File: src/rtl/ps2_pkg.sv
// Shared PS/2 definitions: transmitter states, command bytes and frame helpers.
package ps2_pkg;

  typedef enum logic [2:0] {
    TX_IDLE,
    TX_INHIBIT,
    TX_START,
    TX_SHIFT,
    TX_ACK,
    TX_WAIT_IDLE
  } ps2_tx_state_t;

  localparam logic [7:0] PS2_CMD_RESET    = 8'hFF;
  localparam logic [7:0] PS2_CMD_ENABLE   = 8'hF4;
  localparam logic [7:0] PS2_CMD_SET_RATE = 8'hF3;
  localparam logic [7:0] PS2_ACK          = 8'hFA;

  localparam int PS2_FRAME_BITS = 10;

  function automatic logic odd_parity(input logic [7:0] b);
    return ~^b;
  endfunction

  // Bit 0 goes out first: D0..D7, parity, stop.
  function automatic logic [PS2_FRAME_BITS-1:0] build_frame(input logic [7:0] b);
    return {1'b1, odd_parity(b), b};
  endfunction

endpackage

File: src/rtl/ps2_host_tx_if.sv
// Command handshake and completion status between a requester and ps2_host_tx.
interface ps2_host_tx_if;
  logic [7:0] data_in;
  logic       valid_in;
  logic       ready_out;
  logic       done_out;
  logic       ack_ok_out;
  logic       err_out;

  modport master (
    output data_in, valid_in,
    input  ready_out, done_out, ack_ok_out, err_out
  );

  modport slave (
    input  data_in, valid_in,
    output ready_out, done_out, ack_ok_out, err_out
  );
endinterface

File: src/rtl/ps2_sync.sv
// Two-flop synchronizer for the PS/2 clock and data pins, plus a falling-edge
// pulse on the synchronized clock.
module ps2_sync (
  input  logic clk_in,
  input  logic rst_in,
  input  logic ps2_clk_in,
  input  logic ps2_data_in,
  output logic clk_sync_out,
  output logic data_sync_out,
  output logic clk_fall_out
);

  logic [2:0] clk_pipe_q, clk_pipe_d;
  logic [1:0] data_pipe_q, data_pipe_d;

  always_comb begin
    clk_pipe_d  = {clk_pipe_q[1:0], ps2_clk_in};
    data_pipe_d = {data_pipe_q[0], ps2_data_in};
  end

  // Idle bus level is high, so reset to 1 to avoid a false edge after reset.
  always_ff @(posedge clk_in or negedge rst_in) begin
    if (!rst_in) begin
      clk_pipe_q  <= '1;
      data_pipe_q <= '1;
    end else begin
      clk_pipe_q  <= clk_pipe_d;
      data_pipe_q <= data_pipe_d;
    end
  end

  assign clk_sync_out  = clk_pipe_q[1];
  assign data_sync_out = data_pipe_q[1];
  assign clk_fall_out  = clk_pipe_q[2] & ~clk_pipe_q[1];

endmodule

File: src/rtl/ps2_host_tx.sv
// PS/2 host-to-device transmitter: request-to-send, device-clocked shifting of
// one command frame, acknowledge capture and per-edge timeout.
module ps2_host_tx
  import ps2_pkg::*;
#(
  parameter int INHIBIT_CYCLES = 12_000,
  parameter int SETUP_CYCLES   = 200,
  parameter int TIMEOUT_CYCLES = 2_000_000
) (
  input  logic         clk_in,
  input  logic         rst_in,
  ps2_host_tx_if.slave bus,
  input  logic         ps2_clk_in,
  input  logic         ps2_data_in,
  output logic         ps2_clk_oe_out,
  output logic         ps2_data_oe_out
);

  localparam int INH_W = $clog2(INHIBIT_CYCLES) + 1;
  localparam int SET_W = $clog2(SETUP_CYCLES) + 1;
  localparam int PH_W  = (INH_W > SET_W) ? INH_W : SET_W;
  localparam int TO_W  = $clog2(TIMEOUT_CYCLES) + 1;

  localparam logic [PH_W-1:0] INH_LAST = PH_W'(INHIBIT_CYCLES - 1);
  localparam logic [PH_W-1:0] SET_LAST = PH_W'(SETUP_CYCLES - 1);
  localparam logic [PH_W-1:0] PH_MAX   = '1;
  localparam logic [TO_W-1:0] TO_LIMIT = TO_W'(TIMEOUT_CYCLES);
  localparam logic [3:0]      LAST_IDX = 4'(PS2_FRAME_BITS - 1);

  ps2_tx_state_t             state_q, state_d;
  logic [PS2_FRAME_BITS-1:0] frame_q, frame_d;
  logic [3:0]                idx_q, idx_d;
  logic [PH_W-1:0]           ph_cnt_q, ph_cnt_d, ph_inc;
  logic [TO_W-1:0]           to_cnt_q, to_cnt_d, to_inc;
  logic                      clk_oe_q, clk_oe_d;
  logic                      data_oe_q, data_oe_d;
  logic                      done_q, done_d;
  logic                      err_q, err_d;
  logic                      ack_smp_q, ack_smp_d;
  logic                      ack_ok_q, ack_ok_d;
  logic                      clk_sync, data_sync, clk_fall;
  logic                      waiting_dev;

  ps2_sync u_sync (
    .clk_in        (clk_in),
    .rst_in        (rst_in),
    .ps2_clk_in    (ps2_clk_in),
    .ps2_data_in   (ps2_data_in),
    .clk_sync_out  (clk_sync),
    .data_sync_out (data_sync),
    .clk_fall_out  (clk_fall)
  );

  always_comb begin
    ph_inc = (ph_cnt_q == PH_MAX) ? ph_cnt_q : ph_cnt_q + 1'b1;
    to_inc = (to_cnt_q == TO_LIMIT) ? to_cnt_q : to_cnt_q + 1'b1;
    waiting_dev = (state_q == TX_SHIFT) || (state_q == TX_ACK) ||
                  (state_q == TX_WAIT_IDLE);
  end

  always_comb begin
    state_d   = state_q;
    frame_d   = frame_q;
    idx_d     = idx_q;
    ph_cnt_d  = ph_cnt_q;
    to_cnt_d  = to_cnt_q;
    clk_oe_d  = clk_oe_q;
    data_oe_d = data_oe_q;
    done_d    = 1'b0;
    err_d     = 1'b0;
    ack_smp_d = ack_smp_q;
    ack_ok_d  = ack_ok_q;

    unique case (state_q)
      TX_IDLE: begin
        clk_oe_d  = 1'b0;
        data_oe_d = 1'b0;
        if (bus.valid_in) begin
          frame_d  = build_frame(bus.data_in);
          clk_oe_d = 1'b1;
          ph_cnt_d = '0;
          ack_ok_d = 1'b0;
          state_d  = TX_INHIBIT;
        end
      end
      TX_INHIBIT: begin
        if (ph_cnt_q == INH_LAST) begin
          data_oe_d = 1'b1;
          ph_cnt_d  = '0;
          state_d   = TX_START;
        end else begin
          ph_cnt_d = ph_inc;
        end
      end
      TX_START: begin
        if (ph_cnt_q == SET_LAST) begin
          clk_oe_d = 1'b0;
          idx_d    = '0;
          to_cnt_d = '0;
          state_d  = TX_SHIFT;
        end else begin
          ph_cnt_d = ph_inc;
        end
      end
      TX_SHIFT: begin
        if (clk_fall) begin
          data_oe_d = ~frame_q[idx_q];
          idx_d     = idx_q + 1'b1;
          if (idx_q == LAST_IDX) begin
            state_d = TX_ACK;
          end
        end
      end
      TX_ACK: begin
        if (clk_fall) begin
          ack_smp_d = ~data_sync;
          state_d   = TX_WAIT_IDLE;
        end
      end
      TX_WAIT_IDLE: begin
        // Status is published only once the device has released both lines.
        if (clk_sync && data_sync) begin
          done_d   = 1'b1;
          ack_ok_d = ack_smp_q;
          state_d  = TX_IDLE;
        end
      end
      default: begin
        clk_oe_d  = 1'b0;
        data_oe_d = 1'b0;
        state_d   = TX_IDLE;
      end
    endcase

    // Every device clock edge restarts the watchdog; expiry abandons the frame.
    if (waiting_dev) begin
      if (clk_fall) begin
        to_cnt_d = '0;
      end else if (!done_d) begin
        to_cnt_d = to_inc;
        if (to_inc == TO_LIMIT) begin
          clk_oe_d  = 1'b0;
          data_oe_d = 1'b0;
          err_d     = 1'b1;
          state_d   = TX_IDLE;
        end
      end
    end
  end

  always_ff @(posedge clk_in or negedge rst_in) begin
    if (!rst_in) begin
      state_q   <= TX_IDLE;
      frame_q   <= '0;
      idx_q     <= '0;
      ph_cnt_q  <= '0;
      to_cnt_q  <= '0;
      clk_oe_q  <= 1'b0;
      data_oe_q <= 1'b0;
      done_q    <= 1'b0;
      err_q     <= 1'b0;
      ack_smp_q <= 1'b0;
      ack_ok_q  <= 1'b0;
    end else begin
      state_q   <= state_d;
      frame_q   <= frame_d;
      idx_q     <= idx_d;
      ph_cnt_q  <= ph_cnt_d;
      to_cnt_q  <= to_cnt_d;
      clk_oe_q  <= clk_oe_d;
      data_oe_q <= data_oe_d;
      done_q    <= done_d;
      err_q     <= err_d;
      ack_smp_q <= ack_smp_d;
      ack_ok_q  <= ack_ok_d;
    end
  end

  assign bus.ready_out   = (state_q == TX_IDLE);
  assign bus.done_out    = done_q;
  assign bus.err_out     = err_q;
  assign bus.ack_ok_out  = ack_ok_q;
  assign ps2_clk_oe_out  = clk_oe_q;
  assign ps2_data_oe_out = data_oe_q;

endmodule
File: src/flat_wrapper.sv
// flat-port wrapper written by rule: the top's interface ports become plain ports
module ps2_host_tx_flat import ps2_pkg::*;
#(
  parameter int INHIBIT_CYCLES = 12_000,
  parameter int SETUP_CYCLES   = 200,
  parameter int TIMEOUT_CYCLES = 2_000_000
)
  (clk_in, rst_in, ps2_clk_in, ps2_data_in, ps2_clk_oe_out, ps2_data_oe_out, bus_data_in, bus_valid_in, bus_ready_out, bus_done_out, bus_ack_ok_out, bus_err_out);
  ps2_host_tx_if bus_i ();
  input  logic clk_in;
  input  logic rst_in;
  input  logic ps2_clk_in;
  input  logic ps2_data_in;
  output logic ps2_clk_oe_out;
  output logic ps2_data_oe_out;
  input wire logic [$bits(bus_i.data_in)-1:0] bus_data_in;
  input wire logic [$bits(bus_i.valid_in)-1:0] bus_valid_in;
  output wire logic [$bits(bus_i.ready_out)-1:0] bus_ready_out;
  output wire logic [$bits(bus_i.done_out)-1:0] bus_done_out;
  output wire logic [$bits(bus_i.ack_ok_out)-1:0] bus_ack_ok_out;
  output wire logic [$bits(bus_i.err_out)-1:0] bus_err_out;
  assign bus_i.data_in = bus_data_in;
  assign bus_i.valid_in = bus_valid_in;
  assign bus_ready_out = bus_i.ready_out;
  assign bus_done_out = bus_i.done_out;
  assign bus_ack_ok_out = bus_i.ack_ok_out;
  assign bus_err_out = bus_i.err_out;
  ps2_host_tx #(.INHIBIT_CYCLES(INHIBIT_CYCLES), .SETUP_CYCLES(SETUP_CYCLES), .TIMEOUT_CYCLES(TIMEOUT_CYCLES)) u_core (.clk_in(clk_in), .rst_in(rst_in), .bus(bus_i), .ps2_clk_in(ps2_clk_in), .ps2_data_in(ps2_data_in), .ps2_clk_oe_out(ps2_clk_oe_out), .ps2_data_oe_out(ps2_data_oe_out));
endmodule
File: config.mk
export PLATFORM = sky130hd
export DESIGN_NAME = ps2_host_tx_flat
export DESIGN_NICKNAME = d
export VERILOG_FILES = /design/src/rtl/ps2_pkg.sv /design/src/rtl/ps2_host_tx_if.sv /design/src/rtl/ps2_sync.sv /design/src/rtl/ps2_host_tx.sv /design/src/flat_wrapper.sv
export SDC_FILE = /design/constraint.sdc
export NUM_CORES = 1
export LEC_CHECK = 0
export BUFFER_PORTS_ARGS = -buffer_cell sky130_fd_sc_hd__buf_2
export CORE_MARGIN = 8
export CORE_UTILIZATION = 55
export CTS_CLUSTER_DIAMETER = 150
export DETAILED_ROUTE_END_ITERATION = 10
export GPL_ROUTABILITY_DRIVEN = 0
export PLACE_DENSITY = 0.73
export SYNTH_ARGS = -nofsm -noshare
export SYNTH_HDL_FRONTEND = slang
export SYNTH_SLANG_ARGS = --single-unit
File: constraint.sdc
create_clock -name clk_in -period 8.7 [get_ports clk_in]
set_clock_uncertainty 0.05 [all_clocks]
set_input_delay 0.435 -clock clk_in [delete_from_list [all_inputs] [get_ports clk_in]]
set_output_delay 0.435 -clock clk_in [all_outputs]
set_load 0.05 [all_outputs]
After elaboration in Yosys (flattened, before gate mapping)
Index checks and enable logic that the tools add are counted.
Word-level totals
  register bits after elaboration: 65
  input bits: 13
  word-level logic and storage cells: 103
Operators by class
  add/sub/neg operators: 3
  magnitude comparators: 1
  eq/ne operators: 16
  mux-type cells: 51
  bitwise operators: 4
  reduce and logical (&&, ||, !) cells: 15
Operators with widths (number)
  $mux 22: 6
  $mux 15: 4
  $pmux 15 s3: 1
  $eq 22x21->1 const B: 2
  $mux 3: 11
  $add 22x1->22 const B: 1
  $mux 1: 21
  $pmux 3 s6: 1
  $add 15x1->15 const B: 1
  $eq 15x14->1 const B: 1
  $eq 15x15->1 const B: 1
  $eq 15x8->1 const B: 1
  $reduce_and 3->1: 3
  $mux 4: 2
  $pmux 4 s2: 1
  $reduce_xnor 8->1: 1
  $eq 3x2->1 const B: 2
  $eq 3x3->1 const B: 2
  $ne 2x2->1 const B: 3
  $pmux 1 s3: 2
  $lt 4x5->1 const B: 1
  $add 4x1->4 const B: 1
  $bmux 1 s4: 1
  $eq 4x4->1 const B: 1
  other kinds (13): 19

Longest topological paths before layout
Gate-level depths: netlist of the first run.
  word-level depth: 9
  mapped depth: 9
  gate-level depth less buffers: 8

Modules after synthesis
Synthesis of the first run repeated with hierarchy kept, for this count alone.
Unflattened totals
  cells, all modules: 450
  area total of the unflattened synthesis: 4033.9 sq um
By module, submodules not included
  ps2_host_tx: instances 1, cells an instance 444, area each 3888.7 sq um
  ps2_sync: instances 1, cells an instance 6, area each 145.1 sq um

Least setup slack after synthesis of the first run
OpenSTA, ideal clock, no wires.
  kind: register -> register
  start: reg u_core.state_q[1]
  end: reg u_core.frame_q[0]
  arrival time: 2753 ps
  required time: 8525 ps
  slack: 5773 ps
  cell stages (with the launch flop): 7
  buffers on the path: 3
  cells stage by stage: dfrtp_1 clkbuf_1 clkbuf_1 nor3_1 and2_1 clkbuf_1 mux2_2
On the way
  cells in the longest elaborated chain, start to end: 2
RTL lines
  start, declared: RTL line ps2_host_tx.sv:30  | ps2_tx_state_t state_q, state_d;
  start signal, assigned: RTL line ps2_host_tx.sv:165  | state_q <= state_d;
  $logic_not 3->1
  named net bus_ready_out: RTL line flat_wrapper.sv:18  | output wire logic [$bits(bus_i.ready_out)-1:0] bus_ready_out;
  $reduce_and 2->1 (no source line)
  end signal, assigned: RTL line ps2_host_tx.sv:166  | frame_q <= frame_d;
  end, declared: RTL line ps2_host_tx.sv:31  | logic [PS2_FRAME_BITS-1:0] frame_q, frame_d;
The timed path passes the listed nets, and every way through them passes these cells.
A chain may end at the register's enable or synchronous reset.

Worst setup path after layout of the first run
  start: reg u_core.state_q[2]
  end: reg u_core.to_cnt_q[0]
On the way
  cells in the longest elaborated chain, start to end: 5
RTL lines
  $eq 3x2->1 / $eq 3x3->1 (equally long branches): RTL line ps2_host_tx.sv:74, ps2_host_tx.sv:58
  $mux 22 / $mux 1 (equally long branches): RTL line ps2_host_tx.sv:74  | unique case (state_q)
  $mux 22: RTL line ps2_host_tx.sv:139  | end else if (!done_d) begin
  $mux 22: RTL line ps2_host_tx.sv:137  | if (clk_fall) begin
  $mux 22 *: RTL line ps2_host_tx.sv:136  | if (waiting_dev) begin
  named net u_core.to_cnt_d[0]: RTL line ps2_host_tx.sv:34  | logic [TO_W-1:0] to_cnt_q, to_cnt_d, to_inc;
  end signal, assigned: RTL line ps2_host_tx.sv:169  | to_cnt_q <= to_cnt_d;
  end, declared: RTL line ps2_host_tx.sv:34
Mark *: on every way through the listed nets, which the timed path passes. The rest lies on a longest branch.

==> reports/summary.txt, run 1 <==
WL/cell: 15.8 um
unrepaired setup endpoints after global routing: false
post-synth net total: 453
FF-to-FF Start: u_core.state_q[2]
Post-Syn Instances: 435
Pwr Density: 167 nW/um2
Clock Latency Late Sink: 0.36 ns
path type of the worst setup path: flip-flop to flip-flop
Total Routed Length: 8.60 mm
Final setup viols: 0
Hold Crit Class: input pin to flip-flop
non-filler cells, final: 545
Hold Path Sink: u_core.u_sync.clk_pipe_q[0]
Setup TNS: 0 ns
Worst setup SP type: flip-flop
#FFs+latches synth: 65
Vias/cell: 6.03
yosys warns: 0
layout cell share with drive strength beyond 1: 0.149
vias in the first global route: 3,171
met1 usage: 0.229
post-DP HPWL: 5.89 mm
arrival time worst endpoint: 3.37 ns
most common library cells after synthesis: 60 x dfrtp_1, 54 x nor2_1, 38 x nand2_1
IO Pins: 19
Post-Syn Area: 3870 um2
IO Port Bufs: 18
reg2reg end: u_core.to_cnt_q[0]
min-delay src: ps2_clk_in
Starting Density: 0.570
htree depth: 3
DRC: 0
area delta synth->final: 9.40%
post-synth top area cell: dfrtp_1
largest cells by area after synthesis: dfrtp_1 39%, nor2_1 5.2%, a21oi_1 4.3%
Die Area: 9980 um2
chip height: 99.9 um
Iteration-0 DRC Markers: 161
Reg2Reg Depth: 7
via count of the routed design: 3,286
Setup Buffers After CTS: 0
DR pass1 iterations: 5
# hold bufs at CTS: 0
met3 GRT Util: 0.0478
dominant synthesized flop cell: dfrtp_1
first-pass GRT wire length: 15.0 mm
CTS resizes: 0
Fmax: 0.318 GHz
number of synthesized flops with an enable pin: 0
Die Wd: 99.9 um
cell with the most instances after synthesis: dfrtp_1
status: complete, no violations
Seq/Total Area, Yosys: 0.422
antenna fix cells: 0
Critical Path Source: u_core.state_q[2]
placed insts: 529
initial antenna violation count: 0
hold depth: 1
core area: 6790 um2
top cell type's share of synthesized area: 0.388
GRT overflow: 0
row count: 30
asr flop ratio synth: 1.00
Max VDD drop: 0.143 mV
ANT nets after route: 0
post-synthesis average cell area: 8.90 um2
largest net degree at the start of global routing: 66
final core occ: 0.624
worst slew pin tran: 1.11 ns
critical-path maximum fanout: 27
clock root buffer: clkbuf_8
crit end category: flip-flop
reg-to-reg slack, setup: 5.56 ns
synth unique cells: 55
TritonCTS Buffers: 9
gr usage total: 0.187
Final Hold Violating Endpoints: 0
GR peak layer: met2
CTS max path bufs: 2
nets: 462
Clock Sinks: 65
Tmin final: 3.14 ns
TritonCTS clock tree: built
cell leakage power: 1.76 nW
fin crit share: 0.361
Final Max Tran Viols: 0
maxcap violations: 0
Worst-path clk slew: 0.08 ns
met2 Resource Use GR: 0.301
Required @ worst endpoint: 8.92 ns
max_slew headroom: 0.260
## sequential cells by signal (all words and copies together), names as in the netlist, 2 cells and up
name,cells
u_core.idx_q,4
u_core.to_cnt_q,22
u_core.u_sync.data_pipe_q,2
u_core.ph_cnt_q,15
u_core.u_sync.clk_pipe_q,3
u_core.frame_q,10
u_core.state_q,3
## cell type report
type,instances,area (um2)
Sequential cell,65,1630
Tap cell,96,120
Fill cell,572,2560
Inverter,8,30.0
Multi-Input combinational cell,337,2090
Clock buffer,9,124
Clock inverter,7,108
Timing Repair Buffer,23,128
## logic make-up after synthesis
group | share of synthesized area
buffers and inverters | 0.0384
adders and majority gates | 0.0162
DFF | 0.422
muxes | 0.0481
and+or+nand+nor | 0.260
xor gates and xnor gates | 0.0633
AOI/OAI and AO/OA | 0.152
## worst max-delay path: stages (launching register included)
cell     delay [ns]
dfrtp_1        0.60
inv_1          0.22
and3_1         0.28
a21oi_2        0.81
o21ai_1        0.61
o21ai_0        0.29
nor2_1         0.07
nor3_1         0.14
## through the flow
stage,setup slack [ns],cell area [um2],hold WS (ns),total power [mW]
floorplan,5.77,3870,0.0894,0.383
global placement,5.65,4010,0.296,0.402
detailed placement,5.57,4010,0.298,0.405
CTS,5.57,4240,0.0995,0.713
global route,5.24,4240,0.0975,0.738
finish,5.56,4240,0.119,0.705
## routing by layer
layer	share of wire	up-vias	wire, um
li1	-	1599	-
met1	0.46	1581	3930
met2	0.47	90	4080
met3	0.049	16	422
met4	0.020	0	169
met5	0	-	0
## cells in the final DEF (no fill, tap or decap), drive strengths merged, types with 6 or more instances in the layout
cell type / count
clkbuf: 9
nor3: 14
nand3: 19
nand2: 38
buf: 23
and3: 9
xor2: 15
a22oi: 6
a21oi: 33
nor2: 54
inv: 12
a31oi: 11
mux2: 9
nor4: 12
xnor2: 13
nand2b: 7
dfrtp: 60
nand4: 12
o21ai: 24
## report_power, final
part,switching [mW],internal (mW),leakage [nW]
Sequential,0.0214,0.321,0.860
Clock,0.139,0.167,0.114
Combinational,0.0328,0.0246,0.790
## worst max-delay path by stage
stage,to
2_1_floorplan,u_core.frame_q[0]
3_3_place_gp,u_core.state_q[2]
3_5_place_dp,u_core.ps2_clk_oe_out
4_1_cts,u_core.ps2_clk_oe_out
5_1_grt,u_core.to_cnt_q[0]
6_report,u_core.to_cnt_q[0]
(Power assumes the default switching activity.)
==> inputs of run 2 (changes only) <==
--- a/config.mk
+++ b/config.mk
@@ -11,7 +11,7 @@
 export CTS_CLUSTER_DIAMETER = 150
 export DETAILED_ROUTE_END_ITERATION = 10
 export GPL_ROUTABILITY_DRIVEN = 0
-export PLACE_DENSITY = 0.73
+export PLACE_DENSITY = 0.76
 export SYNTH_ARGS = -nofsm -noshare
 export SYNTH_HDL_FRONTEND = slang
 export SYNTH_SLANG_ARGS = --single-unit
==> constraint.sdc (replaced) <==
create_clock -name clk_in -period 2.8 [get_ports clk_in]
set_clock_uncertainty 0.05 [all_clocks]
set_input_delay 0.14 -clock clk_in [delete_from_list [all_inputs] [get_ports clk_in]]
set_output_delay 0.14 -clock clk_in [all_outputs]
set_load 0.05 [all_outputs]
==> reports/summary.txt, run 2 (synthesis gave the netlist of run 1 again) <==
most frequent cells in the layout: 59 x dfrtp_1, 54 x nor2_1, 38 x nand2_1 (was 60 x dfrtp_1, 54 x nor2_1, 38 x nand2_1)
NetSw: 0.540 mW (was 0.193 mW)
Clock Sinks: 65 (unchanged)
Vias/cell: 6.09 (was 6.03)
arrival time worst endpoint: 2.87 ns (was 3.37 ns)
crit end category: flip-flop (unchanged)
Hold Crit Class: input pin to flip-flop (unchanged)
placed insts: 556 (was 529)
TritonCTS clock tree: built (unchanged)
Cell Int Power: 1.66 mW (was 0.513 mW)
Sw Ratio: 0.246 (was 0.273)
CP top delay family: simple AND/OR/NAND/NOR gates (was compound AO/OA/AOI/OAI gates)
via count of the routed design: 3,531 (was 3,286)
most common cell after layout, fill and taps aside: dfrtp_1 (unchanged)
clock root buffer: clkbuf_8 (unchanged)
status: complete, no violations (unchanged)
nets: 497 (was 462)
CP bufs+invs: 1 (unchanged)
max_slew headroom: 0.436 (was 0.260)
antenna fix cells: 0 (unchanged)
top flop regs: u_core.to_cnt_q (22), u_core.ph_cnt_q (15), u_core.frame_q (10) (unchanged)
reg-to-reg slack, setup: 0.10 ns (was 5.56 ns)
Fmax: 0.371 GHz (was 0.318 GHz)
critical-path maximum fanout: 6 (was 27)
fin crit share: 0.964 (was 0.361)
Required @ worst endpoint: 2.97 ns (was 8.92 ns)
first-pass GRT wire length: 16.1 mm (was 15.0 mm)
Reg2Reg Depth: 9 (was 7)
Design Area, Final: 4580 um2 (was 4240 um2)
Critical Path Source: u_core.to_cnt_q[1] (was u_core.state_q[2])
Final Hold Violating Endpoints: 0 (unchanged)
Total Power: 2.20 mW (was 0.705 mW)
post-DP HPWL: 6.36 mm (was 5.89 mm)
Most flops, register: u_core.to_cnt_q (unchanged)
Max VDD drop: 0.419 mV (was 0.143 mV)
Tmin final: 2.70 ns (was 3.14 ns)
Final setup viols: 0 (unchanged)
Reg power frac: 0.485 (about the same)
Total Routed Length: 9.47 mm (was 8.60 mm)
Post-DP Area: 4220 um2 (was 4010 um2)
largest net degree at the start of global routing: 30 (was 66)
Final Max Tran Viols: 0 (unchanged)
worst slew pin tran: 0.842 ns (was 1.11 ns)
GRT overflow: 0 (unchanged)
gr usage total: 0.198 (was 0.187)
core area: 6790 um2 (unchanged)
IO Port Bufs: 18 (unchanged)
cell leakage power: 1.96 nW (was 1.76 nW)
CP Depth: 9 (was 7)
crit path to: u_core.ps2_data_oe_out (was u_core.to_cnt_q[0])
path type of the worst setup path: flip-flop to flip-flop (unchanged)
area delta synth->final: 18.2% (was 9.40%)
final core occ: 0.674 (was 0.624)
layout cell share with drive strength beyond 1: 0.219 (was 0.149)
min-delay src: bus_data_in[3] (was ps2_clk_in)
IO Pins: 19 (unchanged)
WL/cell: 16.3 um (was 15.8 um)
CTS max path bufs: 2 (unchanged)
max reg flops: 22 (unchanged)
maxcap violations: 0 (unchanged)
Die Wd: 99.9 um (unchanged)
Pwr Density: 480 nW/um2 (was 167 nW/um2)
Worst path slowest cell: or4_4 (was a21oi_2)
vias in the first global route: 3,507 (was 3,171)
Worst setup SP type: flip-flop (unchanged)
row count: 30 (unchanged)
ANT nets after route: 0 (unchanged)
final worst-path setup slack: 0.102 ns (was 5.56 ns)
DR pass1 iterations: 5 (unchanged)
Starting Density: 0.570 (unchanged)
chip height: 99.9 um (unchanged)
Iteration-0 DRC Markers: 200 (was 161)
Worst-path clk slew: 0.07 ns (was 0.08 ns)
htree depth: 3 (unchanged)
initial antenna violation count: 0 (unchanged)
reg2reg end: u_core.ps2_data_oe_out (was u_core.to_cnt_q[0])
dpl ws: -0.0321 ns (was 5.57 ns)
power share of the clock group: 0.430 (was 0.434)
Clock Latency Late Sink: 0.35 ns (was 0.36 ns)
non-filler cells, final: 580 (was 545)
DRC: 0 (unchanged)
TritonCTS Buffers: 9 (unchanged)
combinational share of power: 0.085 (was 0.081)
CP Cell Sequence: ha_4 -> nand4_1 -> or4_4 -> nor2_1 -> a2bb2oi_1 -> a2111o_1 -> nor4_4 -> buf_4 -> a21oi_1 (was inv_1 -> and3_1 -> a21oi_2 -> o21ai_1 -> o21ai_0 -> nor2_1 -> nor3_1)
FF-to-FF Start: u_core.to_cnt_q[1] (was u_core.state_q[2])
crit-path max cell delay: 0.56 ns (was 0.81 ns)
Die Area: 9980 um2 (unchanged)
[run 2: cell types whose count changed in the layout (fill, tap and decap cells not counted), sizes merged]
cell         change
buf             +32
clkbuf           +5
clkinvlp         -1
dlygate4sd3      +3
inv              -4
[run 2: worst min-delay path by stage]
stage / slack (ns) / to / cells past startpoint
6_report: 0.007 / u_core.frame_q[3] / 2
5_1_grt: 0.006 / u_core.frame_q[5] / 2
4_1_cts: 0.001 / u_core.frame_q[3] / 2
3_5_place_dp: 0.16 / u_core.to_cnt_q[11] / 1
3_3_place_gp: 0.15 / u_core.to_cnt_q[7] / 1
2_1_floorplan: -0.21 / u_core.ack_smp_q / 0
[run 2: final cells by class]
cell class / count / area [um2]
clock buffer: 14 / 173
clock inverter: 2 / 60.1
fill: 498 / 2220
inverter: 8 / 30.0
multi-input combinational: 337 / 2160
sequential: 65 / 1630
tap: 96 / 120
timing repair buffer: 58 / 398
[run 2: power groups by stage]
| stage | Sequential [mW] | Clock, mW | Combinational (mW) |
|---|---|---|---|
| 3_5_place_dp | 1.08 | 0 | 0.181 |
| 6_report | 1.06 | 0.944 | 0.187 |
| 2_1_floorplan | 1.06 | 0 | 0.128 |
| 4_1_cts | 1.06 | 0.955 | 0.186 |
| 3_3_place_gp | 1.08 | 0 | 0.175 |
| 5_1_grt | 1.07 | 0.991 | 0.220 |
[run 2: layer usage]
metal,vias to the layer above,part of all wire,global-route usage
li1,1663,-,-
met1,1702,0.43,0.240
met2,139,0.48,0.326
met3,27,0.060,0.0429
met4,0,0.029,0.0908
met5,-,0,0
[run 2: stage by stage]
step	hold slack [ns]	setup TNS (ns)
6_report	0.00704	0
5_1_grt	0.00648	-0.0683
4_1_cts	0.000951	0
3_5_place_dp	0.163	-0.111
3_3_place_gp	0.153	0
2_1_floorplan	-0.206	0
[run 2: what timing repair did]
item / 4_1_cts / 5_1_grt
hold endpoints to repair: 28 / 0
pin swaps: 1 / 9
gates resized for setup: 0 / 12
hold buffers: 3 / 0
buffers inserted: 1 / 4
endpoints found under the setup margin: 5 / 6
==> inputs of run 3 (changes only) <==
--- a/config.mk
+++ b/config.mk
@@ -7,11 +7,11 @@
 export LEC_CHECK = 0
 export BUFFER_PORTS_ARGS = -buffer_cell sky130_fd_sc_hd__buf_2
 export CORE_MARGIN = 8
-export CORE_UTILIZATION = 55
+export CORE_UTILIZATION = 50
 export CTS_CLUSTER_DIAMETER = 150
 export DETAILED_ROUTE_END_ITERATION = 10
 export GPL_ROUTABILITY_DRIVEN = 0
-export PLACE_DENSITY = 0.76
+export PLACE_DENSITY = 0.7
 export SYNTH_ARGS = -nofsm -noshare
 export SYNTH_HDL_FRONTEND = slang
 export SYNTH_SLANG_ARGS = --single-unit
==> reports/summary.txt, run 3 (synthesis gave the netlist of run 1 again) <==
status: complete, no violations (unchanged)
DRC: 0 (unchanged)
placed insts: 561 (was 556)
most frequent cells in the layout: 59 x dfrtp_1, 54 x nor2_1, 38 x nand2_1 (unchanged)
Total Power: 2.14 mW (was 2.20 mW)
WL/cell: 15.3 um (was 16.3 um)
Max VDD drop: 0.292 mV (was 0.419 mV)
Fmax: 0.371 GHz (about the same)
IO Pins: 19 (unchanged)
final core occ: 0.601 (was 0.674)
ANT nets after route: 0 (unchanged)
row count: 32 (was 30)
chip height: 104 um (was 99.9 um)
combinational share of power: 0.089 (was 0.085)
fin crit share: 0.962 (was 0.964)
Die Wd: 104 um (was 99.9 um)
Worst setup SP type: flip-flop (unchanged)
Hold Crit Class: input pin to flip-flop (unchanged)
GRT overflow: 0 (unchanged)
Reg2Reg Depth: 9 (unchanged)
Sw Ratio: 0.248 (was 0.246)
max reg flops: 22 (unchanged)
via count of the routed design: 3,440 (was 3,531)
Clock Sinks: 65 (unchanged)
Starting Density: 0.509 (was 0.570)
Die Area: 10,800 um2 (was 9980 um2)
FF-to-FF Start: u_core.to_cnt_q[0] (was u_core.to_cnt_q[1])
Worst path slowest cell: or4_4 (unchanged)
Vias/cell: 5.84 (was 6.09)
Required @ worst endpoint: 2.97 ns (about the same)
Cell Int Power: 1.61 mW (was 1.66 mW)
most common cell after layout, fill and taps aside: dfrtp_1 (unchanged)
Final Hold Violating Endpoints: 0 (unchanged)
maxcap violations: 0 (unchanged)
min-delay src: bus_valid_in (was bus_data_in[3])
antenna fix cells: 0 (unchanged)
critical-path maximum fanout: 6 (unchanged)
Tmin final: 2.69 ns (was 2.70 ns)
non-filler cells, final: 589 (was 580)
nets: 500 (was 497)
crit end category: flip-flop (unchanged)
Total Routed Length: 9.03 mm (was 9.47 mm)
worst slew pin tran: 0.794 ns (was 0.842 ns)
core area: 7610 um2 (was 6790 um2)
NetSw: 0.532 mW (was 0.540 mW)
hold depth: 4 (was 2)
largest net degree at the start of global routing: 34 (was 30)
max_slew headroom: 0.469 (was 0.436)
CP Cell Sequence: ha_2 -> nand4_1 -> or4_4 -> nor4_4 -> xnor2_1 -> or4_4 -> nor4_4 -> buf_4 -> nor3_1 (was ha_4 -> nand4_1 -> or4_4 -> nor2_1 -> a2bb2oi_1 -> a2111o_1 -> nor4_4 -> buf_4 -> a21oi_1)
vias in the first global route: 3,313 (was 3,507)
Final setup viols: 0 (unchanged)
cell leakage power: 1.96 nW (about the same)
power share of the clock group: 0.415 (was 0.430)
IO Port Bufs: 18 (unchanged)
gr usage total: 0.173 (was 0.198)
TritonCTS Buffers: 9 (unchanged)
DR pass1 iterations: 5 (unchanged)
CP bufs+invs: 1 (unchanged)
post-DP HPWL: 6.28 mm (was 6.36 mm)
Critical Path Source: u_core.to_cnt_q[0] (was u_core.to_cnt_q[1])
reg2reg end: u_core.state_q[1] (was u_core.ps2_data_oe_out)
area delta synth->final: 18.1% (was 18.2%)
Hold Path Sink: u_core.bus.ack_ok_out (was u_core.frame_q[3])
path type of the worst setup path: flip-flop to flip-flop (unchanged)
reg-to-reg slack, setup: 0.11 ns (was 0.10 ns)
layout cell share with drive strength beyond 1: 0.195 (was 0.219)
Reg power frac: 0.496 (was 0.485)
htree depth: 3 (unchanged)
first-pass GRT wire length: 15.6 mm (was 16.1 mm)
Most flops, register: u_core.to_cnt_q (unchanged)
clock root buffer: clkbuf_8 (unchanged)
initial antenna violation count: 0 (unchanged)
arrival time worst endpoint: 2.87 ns (about the same)
Worst-path clk slew: 0.07 ns (about the same)
crit-path max cell delay: 0.53 ns (was 0.56 ns)
TritonCTS clock tree: built (unchanged)
Iteration-0 DRC Markers: 158 (was 200)
Clock Latency Late Sink: 0.35 ns (about the same)
top flop regs: u_core.to_cnt_q (22), u_core.ph_cnt_q (15), u_core.frame_q (10) (unchanged)
CTS max path bufs: 2 (unchanged)
CP top delay family: simple AND/OR/NAND/NOR gates (unchanged)
Pwr Density: 469 nW/um2 (was 480 nW/um2)
Final Max Tran Viols: 0 (unchanged)
run 3: cell count changes in the layout (fill, tap and decap cells not counted), moves of 2 or more:
cell	before	now
and3_1	7	9
dlygate4sd3_1	3	11
clkbuf_8	12	10
and3_4	2	0
buf_4	37	31
run 3: worst max-delay path by stage:
stage                                  to  depth (start not counted)
global route            u_core.state_q[1]                          9
finish                  u_core.state_q[1]                          9
floorplan           u_core.ps2_clk_oe_out                          9
global placement        u_core.state_q[2]                          8
detailed placement      u_core.state_q[2]                          8
CTS                     u_core.state_q[2]                          8
run 3: final cells by class:
class	instances	area, um2
clock buffer	13	149
tap	102	128
fill	661	3030
clock inverter	3	65.1
multi-input combinational	337	2120
sequential	65	1630
inverter	8	30.0
timing repair buffer	61	453
run 3: metrics by stage:
stage               hold WS, ns  cell area (um2)  worst slack, ns  setup TNS, ns
floorplan                -0.206             3890          0.00652              0
global placement          0.195             4230           0.0472              0
detailed placement        0.196             4230          -0.0383         -0.140
CTS                       0.196             4550          0.00191              0
global route              0.268             4570          -0.0233        -0.0609
finish                    0.207             4570            0.106              0
run 3: worst reg2reg max path: stages (launching register included):
cell     delay, ns
dfrtp_1       0.37
ha_2          0.21
nand4_1       0.14
or4_4         0.48
nor4_4        0.20
xnor2_1       0.10
or4_4         0.53
nor4_4        0.26
buf_4         0.18
nor3_1        0.05
run 3: timing repair:
item,CTS,global route
hold buffers,11,0
resized for setup,0,4
endpoints found under the setup margin,5,6
buffers inserted,0,1
hold endpoints to repair,42,0
pin swaps,1,2
cloned,0,0
run 3: layer usage:
| metal | share of wire | GRT usage |
|---|---|---|
| met3 | 0.060 | 0.0440 |
| met2 | 0.46 | 0.262 |
| met1 | 0.46 | 0.230 |
| met4 | 0.017 | 0.0683 |
| met5 | 0 | 0 |
run 3: power by group through the flow:
stage | Combinational [mW] | Sequential (mW) | Clock, mW
after floorplan | 0.128 | 1.06 | 0
after global placement | 0.174 | 1.08 | 0
after detailed placement | 0.183 | 1.08 | 0
after CTS | 0.193 | 1.06 | 0.908
after global routing | 0.220 | 1.07 | 0.940
final | 0.190 | 1.06 | 0.890
